[src/rtl/adma_pkg.sv]
// Shared definitions for the ADMA2 data mover: FSM state encoding,
// transfer direction codes, maximum descriptor length and the byte-enable
// helper used for the final partial word of a transfer.
package adma_pkg;

  typedef enum logic [2:0] {
    S_IDLE,
    S_H2C_REQ,
    S_H2C_PUSH,
    S_C2H_POP,
    S_C2H_LAT,
    S_C2H_REQ,
    S_DONE,
    S_ERR
  } state_t;

  localparam logic DIR_H2C = 1'b0;
  localparam logic DIR_C2H = 1'b1;

  localparam int ADMA_MAX_LEN = 65536;
  localparam int REM_W        = 17;

  // Lanes valid in the current word given the bytes still to move.
  function automatic logic [3:0] be_from_rem(input logic [REM_W-1:0] rem);
    if (rem >= REM_W'(4)) return 4'b1111;
    case (rem[1:0])
      2'd3:    return 4'b0111;
      2'd2:    return 4'b0011;
      2'd1:    return 4'b0001;
      default: return 4'b0000;
    endcase
  endfunction

endpackage

[src/rtl/adma_byte_counter.sv]
// Transfer bookkeeping for the data mover: remaining bytes, bytes done and
// the current word address.
//   load        : latch address and length (0 = 65536), clear byte count
//   step        : one word moved; consume min(rem,4) bytes, advance 4
//   cur_adr     : address of the word to move next
//   xfer_bytes  : bytes completed so far
//   be_cur      : byte lanes valid in the current word
//   last        : current word is the final one
module adma_byte_counter
  import adma_pkg::*;
#(
  parameter int ADDR_W = 64
) (
  input  logic              clk,
  input  logic              reset,
  input  logic              load,
  input  logic              step,
  input  logic [ADDR_W-1:0] ld_adr,
  input  logic [15:0]       ld_len,
  output logic [ADDR_W-1:0] cur_adr,
  output logic [REM_W-1:0]  xfer_bytes,
  output logic [3:0]        be_cur,
  output logic              last
);

  logic [REM_W-1:0] rem;
  logic [REM_W-1:0] amt;

  assign amt    = (rem >= REM_W'(4)) ? REM_W'(4) : rem;
  assign be_cur = be_from_rem(rem);
  assign last   = (rem <= REM_W'(4));

  always_ff @(posedge clk) begin
    if (reset) begin
      cur_adr    <= '0;
      rem        <= '0;
      xfer_bytes <= '0;
    end else if (load) begin
      cur_adr    <= ld_adr;
      rem        <= (ld_len == 16'd0) ? REM_W'(ADMA_MAX_LEN) : {1'b0, ld_len};
      xfer_bytes <= '0;
    end else if (step) begin
      cur_adr    <= cur_adr + ADDR_W'(4);   // wraps modulo 2^ADDR_W
      rem        <= rem - amt;
      xfer_bytes <= xfer_bytes + amt;
    end
  end

endmodule

[src/rtl/adma_data_mover.sv]
// ADMA2 transfer engine. While the descriptor FSM holds start, moves
// dat_len bytes between system memory and the SD TX/RX FIFOs one 32-bit
// word at a time, then holds done until start drops.
//   start/dir/dat_len/dat_adr : descriptor and permission from ADMA FSM
//   mem_*                     : word-addressed memory port, req held to ack
//   txf_*                     : TX FIFO push side (host-to-card)
//   rxf_*                     : RX FIFO pop side, data one cycle after rd
//   busy/done/adr_err         : status back to the ADMA FSM
//   xfer_bytes                : bytes completed in the current transfer
module adma_data_mover
  import adma_pkg::*;
#(
  parameter int ADDR_W = 64,
  parameter int DATA_W = 32
) (
  input  logic                clk,
  input  logic                reset,
  input  logic                start,
  input  logic                dir,
  input  logic [15:0]         dat_len,
  input  logic [ADDR_W-1:0]   dat_adr,
  output logic                mem_req,
  output logic                mem_we,
  output logic [ADDR_W-1:0]   mem_addr,
  output logic [DATA_W/8-1:0] mem_be,
  output logic [DATA_W-1:0]   mem_wdata,
  input  logic [DATA_W-1:0]   mem_rdata,
  input  logic                mem_ack,
  output logic                txf_wr,
  output logic [DATA_W-1:0]   txf_data,
  output logic [DATA_W/8-1:0] txf_be,
  input  logic                txf_full,
  output logic                rxf_rd,
  input  logic [DATA_W-1:0]   rxf_data,
  input  logic                rxf_empty,
  output logic                busy,
  output logic                done,
  output logic                adr_err,
  output logic [REM_W-1:0]    xfer_bytes
);

  state_t              state;
  logic                cnt_load;
  logic                cnt_step;
  logic [ADDR_W-1:0]   cur_adr;
  logic [3:0]          be_cur;
  logic                last;

  assign cnt_load = (state == S_IDLE) && start;
  assign cnt_step = (state == S_H2C_PUSH) ||
                    ((state == S_C2H_REQ) && mem_req && mem_ack);

  assign busy = !(state inside {S_IDLE, S_DONE, S_ERR});

  adma_byte_counter #(.ADDR_W(ADDR_W)) u_cnt (
    .clk        (clk),
    .reset      (reset),
    .load       (cnt_load),
    .step       (cnt_step),
    .ld_adr     (dat_adr),
    .ld_len     (dat_len),
    .cur_adr    (cur_adr),
    .xfer_bytes (xfer_bytes),
    .be_cur     (be_cur),
    .last       (last)
  );

  // txf_data / mem_wdata double as the captured data word: each is loaded
  // on the same edge the word is received, so no separate holding register.
  always_ff @(posedge clk) begin
    if (reset) begin
      state     <= S_IDLE;
      mem_req   <= 1'b0;
      mem_we    <= 1'b0;
      mem_addr  <= '0;
      mem_be    <= '0;
      mem_wdata <= '0;
      txf_wr    <= 1'b0;
      txf_data  <= '0;
      txf_be    <= '0;
      rxf_rd    <= 1'b0;
      done      <= 1'b0;
      adr_err   <= 1'b0;
    end else begin
      txf_wr <= 1'b0;
      case (state)
        S_IDLE: begin
          done    <= 1'b0;
          adr_err <= 1'b0;
          if (start) begin
            if (dat_adr[1:0] != 2'b00) begin
              state   <= S_ERR;
              adr_err <= 1'b1;
              done    <= 1'b1;
            end else if (dir == DIR_H2C) begin
              state <= S_H2C_REQ;
              // issue the first read straight away when the FIFO has room
              if (!txf_full) begin
                mem_req  <= 1'b1;
                mem_we   <= 1'b0;
                mem_addr <= dat_adr;
                mem_be   <= '1;
              end
            end else begin
              state  <= S_C2H_POP;
              rxf_rd <= !rxf_empty;
            end
          end
        end

        S_H2C_REQ: begin
          if (mem_req) begin
            if (mem_ack) begin
              mem_req <= 1'b0;
              if (start) begin
                state    <= S_H2C_PUSH;
                txf_wr   <= 1'b1;
                txf_data <= mem_rdata;
                txf_be   <= be_cur;
              end else begin
                state <= S_IDLE;   // aborted: in-flight read retired
              end
            end
          end else if (!start) begin
            state <= S_IDLE;
          end else if (!txf_full) begin
            mem_req  <= 1'b1;
            mem_we   <= 1'b0;
            mem_addr <= cur_adr;
            mem_be   <= '1;
          end
        end

        S_H2C_PUSH: begin
          if (!start)    state <= S_IDLE;
          else if (last) begin
            state <= S_DONE;
            done  <= 1'b1;
          end else       state <= S_H2C_REQ;
        end

        S_C2H_POP: begin
          // rxf_rd high here means a word is already leaving the FIFO and
          // must be written even if start has dropped.
          if (rxf_rd) begin
            rxf_rd <= 1'b0;
            state  <= S_C2H_LAT;
          end else if (!start) begin
            state <= S_IDLE;
          end else if (!rxf_empty) begin
            rxf_rd <= 1'b1;
          end
        end

        S_C2H_LAT: begin
          state     <= S_C2H_REQ;
          mem_req   <= 1'b1;
          mem_we    <= 1'b1;
          mem_addr  <= cur_adr;
          mem_be    <= be_cur;
          mem_wdata <= rxf_data;
        end

        S_C2H_REQ: begin
          if (mem_ack) begin
            mem_req <= 1'b0;
            if (!start) state <= S_IDLE;
            else if (last) begin
              state <= S_DONE;
              done  <= 1'b1;
            end else begin
              // pop the next word on this edge to keep 3 cycles per word
              state  <= S_C2H_POP;
              rxf_rd <= !rxf_empty;
            end
          end
        end

        S_DONE: begin
          if (!start) begin
            state <= S_IDLE;
            done  <= 1'b0;
          end
        end

        S_ERR: begin
          if (!start) begin
            state   <= S_IDLE;
            done    <= 1'b0;
            adr_err <= 1'b0;
          end
        end

        default: state <= S_IDLE;
      endcase
    end
  end

endmodule

[config.mk]
export PLATFORM = sky130hd
export DESIGN_NAME = adma_data_mover
export DESIGN_NICKNAME = d
export VERILOG_FILES = /design/src/rtl/adma_pkg.sv /design/src/rtl/adma_byte_counter.sv /design/src/rtl/adma_data_mover.sv
export SDC_FILE = /design/constraint.sdc
export NUM_CORES = 1
export LEC_CHECK = 0
export BUFFER_PORTS_ARGS = -buffer_cell sky130_fd_sc_hd__buf_4
export CORE_UTILIZATION = 30
export DETAILED_ROUTE_END_ITERATION = 12
export GPL_TIMING_DRIVEN = 0
export HOLD_SLACK_MARGIN = 0.06
export PLACE_DENSITY = 0.62
export SKIP_CTS_REPAIR_TIMING = 1
export SLEW_MARGIN = 10
export SYNTH_ARGS = -nofsm -noshare
export SYNTH_HDL_FRONTEND = slang
export SYNTH_SLANG_ARGS = --single-unit
export TNS_END_PERCENT = 10
[constraint.sdc]
create_clock -name clk -period 3.4 [get_ports clk]
set_input_delay 0.17 -clock clk [delete_from_list [all_inputs] [get_ports clk]]
set_output_delay 0.17 -clock clk [all_outputs]
set_load 0.1 [all_outputs]
; Yosys cells after proc, flatten, opt, wreduce, memory -nomap -nowiden
; Cells that the tools add are included.
[op_classes]
add_sub_neg = 3
order_cmp = 2
eq_ne = 24
muxes = 75
bitwise = 3
n_reduce_logical = 27
[op_table]
columns = op, count
row1 = 64-bit two-way mux, 9
row2 = 64-bit case mux with 3 select lines, 1
row3 = 17-bit two-way mux, 4
row4 = "64-bit by 3-bit adder with 64-bit output, second input constant", 1
row5 = 3-bit two-way mux, 11
row6 = 1-bit two-way mux, 32
row7 = 4-bit two-way mux, 8
row8 = "2-bit != test, second input constant", 13
row9 = 3-bit case mux with 7 select lines, 1
row10 = 17-bit adder, 1
row11 = "17-bit by 3-bit greater-or-equal comparator with 1-bit output, second input constant", 1
row12 = "17-bit by 3-bit less-or-equal comparator with 1-bit output, second input constant", 1
row13 = 17-bit subtractor, 1
row14 = 16-bit zero test, 1
row15 = "3-bit == test, second input constant", 4
row16 = 4-bit case mux with 3 select lines, 1
row17 = 6-bit AND reduction, 2
row18 = 3-bit case mux with 3 select lines, 1
row19 = 3-bit nonzero test, 3
row20 = 1-bit case mux with 4 select lines, 2
row21 = 8-bit AND reduction, 1
row22 = 4-bit nonzero test, 2
row23 = 7-bit AND reduction, 1
row24 = "3-bit by 2-bit == test with 1-bit output, second input constant", 2
row25 = other kinds (18), 30
[totals]
regBits = 243
inputBits = 151
output_inout_bits = 160
word_cells = 149

; Longest topological paths before layout
[logic_depth]
depth_word = 6
mapped_depth = 13
ltp_nobuf = 13

; Modules after synthesis
; A second synthesis with hierarchy kept.
[unflattened]
hier_cells = 1509
area_unflattened_um2 = 12459.4
[by_module_without_submodules]
columns = mod, instances, cells_each, area_each_um2, seq_area_each_um2
row1 = adma_data_mover, 1, 713, 6294.8, 2902.8
row2 = adma_byte_counter, 1, 796, 6164.7, 1961.9

; Worst setup path before layout
; OpenSTA, ideal clock, no wires.
[synth_path]
path_type = flip-flop to flip-flop
from = register u_cnt.rem[8]
to = register u_cnt.xfer_bytes[12]
setup_ns = 0.117
arrival_time_ns = 3.251
required_time_ns = 3.283
slack_ns = 0.031
stages_incl_launch_ff = 13
n_path_buf = 0
period_less_slack_ns = 3.369
cell_sequence = dfxtp_1 -> nor4_2 -> nand2_1 -> nor4_2 -> inv_1 -> ha_1 -> a211oi_1 -> nor2_1 -> o22ai_1 -> nand2_1 -> a311o_1 -> mux2i_1 -> nand2_1
[synth_via]
elab_chain_len = 3
[synth_lines]
columns = item, line_no
row1 = start: declaration, adma_byte_counter.sv:26  ; logic [REM_W-1:0] rem;
row2 = start signal: assignment, adma_byte_counter.sv:40  ; rem <= (ld_len == 16'd0) ? REM_W'(ADMA_MAX_LEN) : {1'b0, ld_len};
row3 = start signal: assignment, adma_byte_counter.sv:44  ; rem <= rem - amt;
row4 = 17-bit by 3-bit greater-or-equal comparator with 1-bit output, adma_byte_counter.sv:29  ; assign amt = (rem >= REM_W'(4)) ? REM_W'(4) : rem;
row5 = 17-bit two-way mux *, adma_byte_counter.sv:29
row6 = 17-bit adder *, adma_byte_counter.sv:45  ; xfer_bytes <= xfer_bytes + amt;
row7 = end signal: assignment, adma_byte_counter.sv:45
row8 = end: declaration, adma_byte_counter.sv:21  ; output logic [REM_W-1:0] xfer_bytes,
; Every way passes the cells marked *; elsewhere a longest branch is shown, timed or not.
; A chain may end at the register's enable or synchronous reset.

; Worst setup path after layout
[layout_path]
from = register state[2]
to = register u_cnt.rem[2]
[layout_via]
elab_chain_len = 5
word_cells_on_any_way = 9
cone_classes = eq/ne: 2 / mux: 1 / reduce/logical: 6
[layout_lines]
columns = item, line_no
row1 = start: declaration, adma_data_mover.sv:42  ; state_t state;
row2 = start signal: assignment, adma_data_mover.sv:72  ; state <= S_IDLE;
row3 = start signal: assignment, adma_data_mover.sv:92  ; state <= S_ERR;
row4 = start signal: assignment, adma_data_mover.sv:96  ; state <= S_H2C_REQ;
row5 = 3-bit == test, adma_data_mover.sv:51  ; ((state == S_C2H_REQ) && mem_req && mem_ack);
row6 = 1-bit logical AND (2 in series), adma_data_mover.sv:51
row7 = 1-bit logical OR, adma_data_mover.sv:50  ; assign cnt_step = (state == S_H2C_PUSH) ||
row8 = 2-bit nonzero test (no source line), n/a
; Several ways; a longest one is shown, not always the timed one.

==> reports/qor.csv <==
metric,value,unit
status,completed,
number of DRC markers in iteration 0,1204,
Lkg Pwr,0.00676,uW
Netlist Area Pre-Place,11900,sq um
die height,201,um
worst hold path class,input port to flip-flop,
Die ar.,40300,sq um
Setup crit end kind,flip-flop,
gr ovfl total,0,
Detail Route Antenna Nets,0,
Port Buffer Count,309,
layout cells sized above 1,20.4,%
# fillers,3795,
"commonest cells after routing, fill and taps aside","316 x buf_4, 241 x dfxtp_1, 237 x nand2_1, 158 x nor2_1, 149 x a21oi_1",
Post-Syn Instances,1489,
GRT Overall Usage,22.6,%
CP Launch Type,flip-flop,
H-tree depth,1,
CP required,3.89,ns
TritonCTS Sinks,243,
register bit total from synthesis,243,
CTS tree,done,
"Warnings, synthesis",0,
crit path max fanout,10,
Worst-Skew Late Latency,0.56,ns
io pins,311,
Via Count,13316,
Area growth syn-to-layout,46.8,%
final period utilization,96.0,%
post-synth top area share,41.0,%
Post-synth EDFFs,0,
Slew HR,36.7,%
core area,38800,sq um
"Arr. time, crit path",3.75,ns
wire length of the first global-routing pass,71.3,mm
Initial Util,30.5,%
met1 wire length,20.2,mm
Final setup viols,0,
Yosys top cell by area,dfxtp_1,
"commonest non-fill, non-tap cell in the layout",buf_4,
drt via density,5.27,
FMAX,0.306,GHz
Slew Limit Fails,0,
CTS root buffer,clkbuf_16,
placed cell count,2328,
ys flop type,dfxtp_1,
Row Count,72,
CTS Buffer Depth,3,
max-cap viol count,0,
Die X,201,um
Met3 Wirelength,4.22,mm
Worst-Margin Slew,0.942,ns
top routing layer in use,met4,
met2 WL,23.9,mm
setup slack after layout,0.136,ns
Worst VDD drop,0.414,mV
Final Util,44.8,%
final hold violation count,0,
"Seq/Total Area, Yosys",41.0,%
HPWL Detailed,35.8,mm
1st-pass router iterations,6,
routed len/inst,19.6,um
# DRC,0,
Post-layout nets,2162,
fin cells,2528,
final setup skew,0.0223,ns
routed wire length,49.5,mm
"top cells by area, synth","dfxtp_1 41%, nand2_1 7.5%, a21oi_1 6.4%",
largest net degree at the start of global routing,14,
Mean Syn Cell Area,7.97,sq um
Min Hold Slack,0.0649,ns
vias in the first global route,12021,
Ant. Diodes,0,
GP Congestion,0.931,
Place WS,-0.802,ns
initial antenna violation count,0,
Setup CP Type,flip-flop to flip-flop,
number of buffers created by CTS,28,
count of different cell masters after synthesis,71,
ys async rst share,0,%
Worst-path clk slew,0.06,ns
Power Density,978,nW/um^2
fin crit period,3.26,ns
==> state kept, by name, summed over array words and instances (netlist names) <==
register and count:
done 1, txf_be 4, u_cnt.cur_adr 64, adr_err 1
mem_we 1, rxf_rd 1, mem_wdata 32, u_cnt.xfer_bytes 17
txf_data 32, state 3, mem_be 4, mem_addr 64
mem_req 1, u_cnt.rem 17, txf_wr 1
==> kinds of logic (layout without fill, tap and decap cells) <==
family	Yosys count	after routing	synth area share, %
DFF	243	243	41.0
adders and majority gates	19	19	2.07
and+or+nand+nor	597	597	23.1
muxes	73	73	6.18
buffers and inverters	128	637	4.15
xor gates and xnor gates	29	29	2.14
AOI/OAI and AO/OA	398	398	21.2
other	2	14	0.0633
==> area by class of cell <==
cell class                 count  area, sq um  area share (%)
clock buffer                  40          807            4.64
buffer                       112          437            2.51
multi-input combinational   1130         6670            38.3
tap                          518          648            3.72
sequential                   243         4870            28.0
clock inverter                 8         95.1           0.546
timing repair buffer         461         3820            22.0
inverter                      16         60.1           0.345
==> per-stage QoR <==
stage / power (uW) / setup TNS [ns] / area (sq um)
2_1_floorplan: 11200 / 0 / 11900
3_3_place_gp: 13500 / -29.39 / 14900
3_5_place_dp: 13600 / -26.94 / 14900
4_1_cts: 16600 / -28.08 / 15800
5_1_grt: 17800 / -0.00999 / 17400
6_report: 17000 / 0 / 17400
==> power breakdown <==
group	internal [uW]	switching [uW]	leakage, uW	total [uW]
clock	1790	1250	0.000439	3040
sequential	3600	597	0.00198	4200
combinational	2630	7150	0.00434	9790
total	8030	9010	0.00676	17000
==> final timing paths <==
kind	from	endpoint	slack (ns)	depth (start not counted)
setup / recovery	state[2]$_SDFFE_PP0P_	u_cnt.rem[2]$_SDFFE_PP0P_	0.14	8
hold reg to reg	txf_data[4]$_SDFFE_PP0P_	txf_data[4]$_SDFFE_PP0P_	0.45	2
hold / removal	mem_ack	mem_req$_SDFFE_PP0P_	0.06	4
setup reg to reg	state[2]$_SDFFE_PP0P_	u_cnt.rem[2]$_SDFFE_PP0P_	0.14	8
==> cells in the mapped netlist, drive strengths merged (11+ instances only) <==
cell type  number
a221oi         14
a22oi          11
ha             18
nand4          22
mux2i          71
inv            16
nor4           26
dfxtp         243
nor2          160
a31oi          18
and3           13
buf            18
a211oi         83
xor2           17
nor3           49
nand3          36
a21oi         151
nand2         238
clkbuf         94
o21ai          52
xnor2          12
==> critical path, cell delays in order, from the launching register on <==
cell,delay [ns]
dfxtp_1,0.29
buf_2,0.16
nor2_1,0.37
a22o_1,0.40
clkbuf_1,0.62
clkbuf_2,0.46
buf_1,0.54
nand4_1,0.19
a21oi_1,0.16
==> metal layers <==
metal  GRT usage, %  vias up
met2           38.6      603
met5              0        -
met1           27.9     6246
met4           6.46        0
li1               -     6377
met3           5.68       90
Power figures use the tool's default switching activity.
